===== config.mk =====
export PLATFORM = sky130hd
export DESIGN_NAME = fir_filter_tdm
export DESIGN_NICKNAME = d
export VERILOG_FILES = /design/src/rtl/fir_filter_tdm.sv
export SDC_FILE = /design/constraint.sdc
export NUM_CORES = 2
export LEC_CHECK = 0
export BUFFER_PORTS_ARGS = -buffer_cell sky130_fd_sc_hd__buf_2
export CAP_MARGIN = 20
export CORE_UTILIZATION = 65
export DETAILED_ROUTE_END_ITERATION = 10
export HOLD_SLACK_MARGIN = 0.02
export PLACE_DENSITY = 0.85
export SYNTH_ARGS = -nofsm -noshare
export SYNTH_HDL_FRONTEND = slang
export SYNTH_SLANG_ARGS = --single-unit

===== constraint.sdc =====
create_clock -name clk -period 14.24 [get_ports clk]
set_clock_uncertainty 0.1 [all_clocks]
set_input_delay 2.136 -clock clk [delete_from_list [all_inputs] [get_ports clk]]
set_output_delay 2.136 -clock clk [all_outputs]
set_load 0.005 [all_outputs]

===== src/rtl/fir_filter_tdm.sv =====
`default_nettype none
// ============================================================================
// Module   : fir_filter_tdm
// Brief    : Time-multiplexed FIR, one shared MAC, shadow/active coefficient
//            banks, arithmetic-shift scaling. Build macro FIR_SAT_EN selects
//            output saturation instead of two's-complement wrap.
// Revision : 1.0
// ============================================================================
module fir_filter_tdm #(
    parameter int NTAPS = 21,
    parameter int DW    = 18,
    parameter int CW    = 25,
    parameter int OW    = 18,
    parameter int SHIFT = 23,
    parameter int ACCW  = 48
) (
    input  logic                 clk,
    input  logic                 reset_n,
    input  logic signed [DW-1:0] in,
    input  logic                 in_valid,
    output logic                 in_ready,
    output logic signed [OW-1:0] out,
    output logic                 out_valid,
    input  logic signed [CW-1:0] cfg_din,
    input  logic                 cfg_we,
    input  logic                 cfg_commit,
    output logic                 cfg_busy,
    output logic [31:0]          len
);
    localparam int                   c_TW    = $clog2(NTAPS);
    localparam int                   c_PW    = DW + CW;
    localparam logic [c_TW-1:0]      c_LAST  = c_TW'(NTAPS - 1);
    localparam logic [c_TW-1:0]      c_ONE   = c_TW'(1);
    localparam logic signed [CW-1:0] c_UNITY = CW'(1) << SHIFT;

    typedef enum logic [1:0] {
        S_IDLE  = 2'd0,
        S_MAC   = 2'd1,
        S_DRAIN = 2'd2
    } state_t;

    state_t                 r_state;
    logic signed [DW-1:0]   r_hist   [NTAPS];
    logic signed [CW-1:0]   r_shadow [NTAPS];
    logic signed [CW-1:0]   r_coef   [NTAPS];
    logic [c_TW-1:0]        r_wp;
    logic [c_TW-1:0]        r_rd;
    logic [c_TW-1:0]        r_tap;
    logic signed [c_PW-1:0] r_prod;
    logic                   r_pv;
    logic                   r_pfirst;
    logic signed [ACCW-1:0] r_acc;
    logic                   r_pend;
    logic                   r_in_ready;
    logic signed [OW-1:0]   r_out;
    logic                   r_out_valid;

    logic signed [DW-1:0]   w_x;
    logic signed [CW-1:0]   w_c;
    logic signed [c_PW-1:0] w_mul;
    logic signed [ACCW-1:0] w_pext;
    logic signed [ACCW-1:0] w_sum;
    logic signed [ACCW-1:0] w_tot;
    logic signed [ACCW-1:0] w_y;
    logic signed [OW-1:0]   w_out;

    assign w_x    = r_hist[r_rd];
    assign w_c    = r_coef[r_tap];
    assign w_mul  = $signed({{CW{w_x[DW-1]}}, w_x}) * $signed({{DW{w_c[CW-1]}}, w_c});
    assign w_pext = {{(ACCW-c_PW){r_prod[c_PW-1]}}, r_prod};
    assign w_sum  = r_acc + w_pext;
    // The first registered product of a pass replaces the stale accumulator.
    assign w_tot  = r_pfirst ? w_pext : w_sum;
    assign w_y    = w_tot >>> SHIFT;

`ifdef FIR_SAT_EN
    localparam logic signed [ACCW-1:0] c_OMAX = {{(ACCW-OW+1){1'b0}}, {(OW-1){1'b1}}};
    localparam logic signed [ACCW-1:0] c_OMIN = {{(ACCW-OW+1){1'b1}}, {(OW-1){1'b0}}};

    always_comb begin
        w_out = w_y[OW-1:0];
        if (w_y > c_OMAX)
            w_out = c_OMAX[OW-1:0];
        else if (w_y < c_OMIN)
            w_out = c_OMIN[OW-1:0];
    end
`else
    logic w_unused_hi;
    assign w_out       = w_y[OW-1:0];
    assign w_unused_hi = ^w_y[ACCW-1:OW];
`endif

    always_ff @(posedge clk or negedge reset_n) begin
        if (!reset_n) begin
            r_state     <= S_IDLE;
            r_wp        <= '0;
            r_rd        <= '0;
            r_tap       <= '0;
            r_prod      <= '0;
            r_pv        <= 1'b0;
            r_pfirst    <= 1'b0;
            r_acc       <= '0;
            r_pend      <= 1'b0;
            r_in_ready  <= 1'b1;
            r_out       <= '0;
            r_out_valid <= 1'b0;
            for (int k = 0; k < NTAPS; k++) begin
                r_hist[k]   <= '0;
                r_shadow[k] <= (k == 0) ? c_UNITY : '0;
                r_coef[k]   <= (k == 0) ? c_UNITY : '0;
            end
        end else begin
            r_out_valid <= 1'b0;
            r_pv        <= 1'b0;
            if (r_pv)
                r_acc <= w_tot;

            if (cfg_we) begin
                for (int k = 0; k < NTAPS - 1; k++)
                    r_shadow[k] <= r_shadow[k+1];
                r_shadow[NTAPS-1] <= cfg_din;
            end

            // Bank swap only while idle, so a pass never mixes coefficient sets.
            if ((r_state == S_IDLE) && r_pend) begin
                for (int k = 0; k < NTAPS; k++)
                    r_coef[k] <= r_shadow[k];
                r_pend <= 1'b0;
            end else if (cfg_commit) begin
                r_pend <= 1'b1;
            end

            case (r_state)
                S_IDLE: begin
                    if (in_valid) begin
                        r_hist[r_wp] <= in;
                        r_rd         <= r_wp;
                        r_wp         <= (r_wp == c_LAST) ? '0 : r_wp + c_ONE;
                        r_tap        <= '0;
                        r_in_ready   <= 1'b0;
                        r_state      <= S_MAC;
                    end
                end
                S_MAC: begin
                    r_prod   <= w_mul;
                    r_pv     <= 1'b1;
                    r_pfirst <= (r_tap == '0);
                    r_rd     <= (r_rd == '0) ? c_LAST : r_rd - c_ONE;
                    r_tap    <= r_tap + c_ONE;
                    if (r_tap == c_LAST)
                        r_state <= S_DRAIN;
                end
                S_DRAIN: begin
                    r_out       <= w_out;
                    r_out_valid <= 1'b1;
                    r_in_ready  <= 1'b1;
                    r_state     <= S_IDLE;
                end
                default: begin
                    r_state    <= S_IDLE;
                    r_in_ready <= 1'b1;
                end
            endcase
        end
    end

    assign in_ready  = r_in_ready;
    assign out       = r_out;
    assign out_valid = r_out_valid;
    assign cfg_busy  = r_pend;
    assign len       = 32'(NTAPS);

endmodule
`default_nettype wire

==> results.cfg <==
[setup_path]
end_kind = flip-flop
cp.arrival_ns = 10.39
worst_setup_path_start_kind = flip-flop
cp.required_ns = 14.83
worstPathMaxFanout = 64
critPathSlowestCell = a21oi_2
critPathKind = reg2reg
crit_top_cell = fa_1
slowest_delay_ns = 0.90

[final_layout]
fin_nets = 6790
drive_gt1_share_pct = 34.0
nFillCells = 7751
layout_commonest_cell = dfrtp_1
regArea_sq_um = 38800
areaGrowthSynthToFinish_pct = 8.37
final_cell_mix = dfrtp_1 (1537), mux2_2 (1433), inv_1 (547), fa_1 (428), nand2_1 (414)
multi_input_area_sq_um = 40200

[synth]
synth_top_flop_cell = dfrtp_1
synthArstFlopShare_pct = 100
syn_inst = 6205
ys_seq_elements = 1550
yosys.area.top_type = dfrtp_1
synth_top_area_share_pct = 46.9
synth_warnings = 0
seq_area_frac_synth_pct = 46.9
yosys.cell_types.count = 79
synth_area_sq_um = 82600
synth-edff-count = 0
ys_top_cells_by_area = dfrtp_1 (47%), mux2_2 (20%), fa_1 (10%)
synth.avg_cell_area_sq_um = 13.3

[sta]
setup_ws_ns = 4.45
post-route-period-util_pct = 68.8
max_freq_mhz = 102
setup-violations-final = 0
finalHoldViolCount = 0
relSlewSlack_pct = 19.1
rsz0062_at_grt = no
post-route-min-period_ns = 9.79
report.final.slew_viol_count = 0
setup_tns_ns = 0
whs_ns = 0.368
max_slew.worst_pin.slew_ns = 1.21

[floorplan]
num_rows = 130
fp.coreArea_sq_um = 126000
die_w_um = 359
io_pins = 101
fp.dieArea_sq_um = 129000
initial_core_util_pct = 65.6
die_y_um = 359

[detailed_routing]
drc = 0
first_pass_iters = 7
routed-via-count = 49000
drt_iter0_drc = 4182
routedWlPerCell_um = 22.6
vias_per_cell = 6.17
wl_um = 180000
ant_nets = 0

[outcome]
status = completed

[place]
port_buffers = 68
hpwl_um = 111000
globalplace.congestion = 0.936
place_ws_ns = 4.51

[clocking]
cts_tree = done
cts_buffers = 154
h-tree-depth = 4
post_cts_buffers = 0
cts_resized = 0
clk_latency_ns = 0.81
cts-root-buf = clkbuf_16
cts_buffer_depth = 3
clkTransAtPathRegs_ns = 0.06
cts.sink_count = 1550
cts_hold_buf = 0

[min_path]
hold_path.class = reg2reg

[global_routing]
grt_pass1_wl_um = 291000
grt_pass1_vias = 52500
antenna_found_initial = 8
grt_max_degree = 211
grt.total_usage_pct = 29.0
overflow = 0

[job]
cap_violations = 0
-- synth_stat cells (all sizes together), types with 76 or more instances --
cell type and count:
inv 549, fa 428, nand2 414, o21ai 118
mux4 247, nor2 209, mux2 1433, a21oi 149
dfrtp 1547, buf 150, clkbuf 244, ha 151
and2 76
-- sequential cells by signal, indices dropped and copies added (netlist names) --
register,flops
out_valid,1
r_hist,378
cfg_busy,1
out,18
r_acc,41
r_pv,1
r_shadow,525
r_state,2
r_prod,41
in_ready,1
r_wp,5
r_pfirst,1
r_coef,525
r_tap,5
r_rd,5
-- stage by stage --
stage | area (sq um) | cells | utilization, %
floorplan | 82700 | 6235 | -
global placement | 84300 | 7652 | 66.9
detailed placement | 84300 | 7652 | 66.9
CTS | 89400 | 7925 | 71.0
global route | 89500 | 7934 | 71.1
finish | 89500 | 7934 | 71.1
-- critical path: cells and delay by family, from the launching register on --
kind / cells / cell delay (ns)
AO/OA/AOI/OAI: 6 / 2.21
XOR/XNOR: 1 / 0.17
adder cells (fa/ha/maj): 7 / 3.33
buffers and inverters: 6 / 1.38
flip-flops: 1 / 0.68
multiplexers: 3 / 0.92
AND/OR/NAND/NOR: 5 / 0.87
-- path summary, 6_finish.rpt --
path                                       from                   endpoint  slack [ns]  depth (start not counted)
setup / recovery           r_tap[1]$_DFFE_PN0P_     r_prod[37]$_DFFE_PN0P_        4.45                         28
hold / removal               out[9]$_DFFE_PN0P_         out[9]$_DFFE_PN0P_        0.37                          2
setup reg to reg           r_tap[1]$_DFFE_PN0P_     r_prod[37]$_DFFE_PN0P_        4.45                         28
hold reg to reg              out[9]$_DFFE_PN0P_         out[9]$_DFFE_PN0P_        0.37                          2
max in group asynchronous               reset_n  r_shadow[180]$_DFFE_PN0P_        9.75                          4
min in group asynchronous               reset_n    r_coef[388]$_DFFE_PN0P_        1.22                          1
-- metal layers --
metal,wire [um],GRT usage [%]
met2,87300,46.5
met5,25,0
met4,7100,11.6
met3,12600,5.90
met1,72700,39.3
-- cells by family (layout without fill, tap and decap cells) --
kind of cell    Yosys count  in the layout  share of synthesized area, %
xor+xnor                 71             71                         0.753
mux                    1713           1713                          26.7
compound gates          470            470                          3.56
other cells               2             36                       0.00909
flops                  1550           1550                          46.9
buf+inv                 944            989                          4.68
simple gates            876            876                          4.73
fa+ha+maj               579            579                          12.7
-- layout make-up --
type                       count  area share (%)
clock inverter                40           0.592
multi-input combinational   3741            44.9
inverter                     550            2.31
timing repair buffer         166            1.42
clock buffer                 233            5.17
antenna                        4          0.0112
sequential                  1550            43.3
tap                         1650            2.31
Power is not shown: default switching activity piles up to over one toggle a cycle in this logic, so the estimate is an artifact.
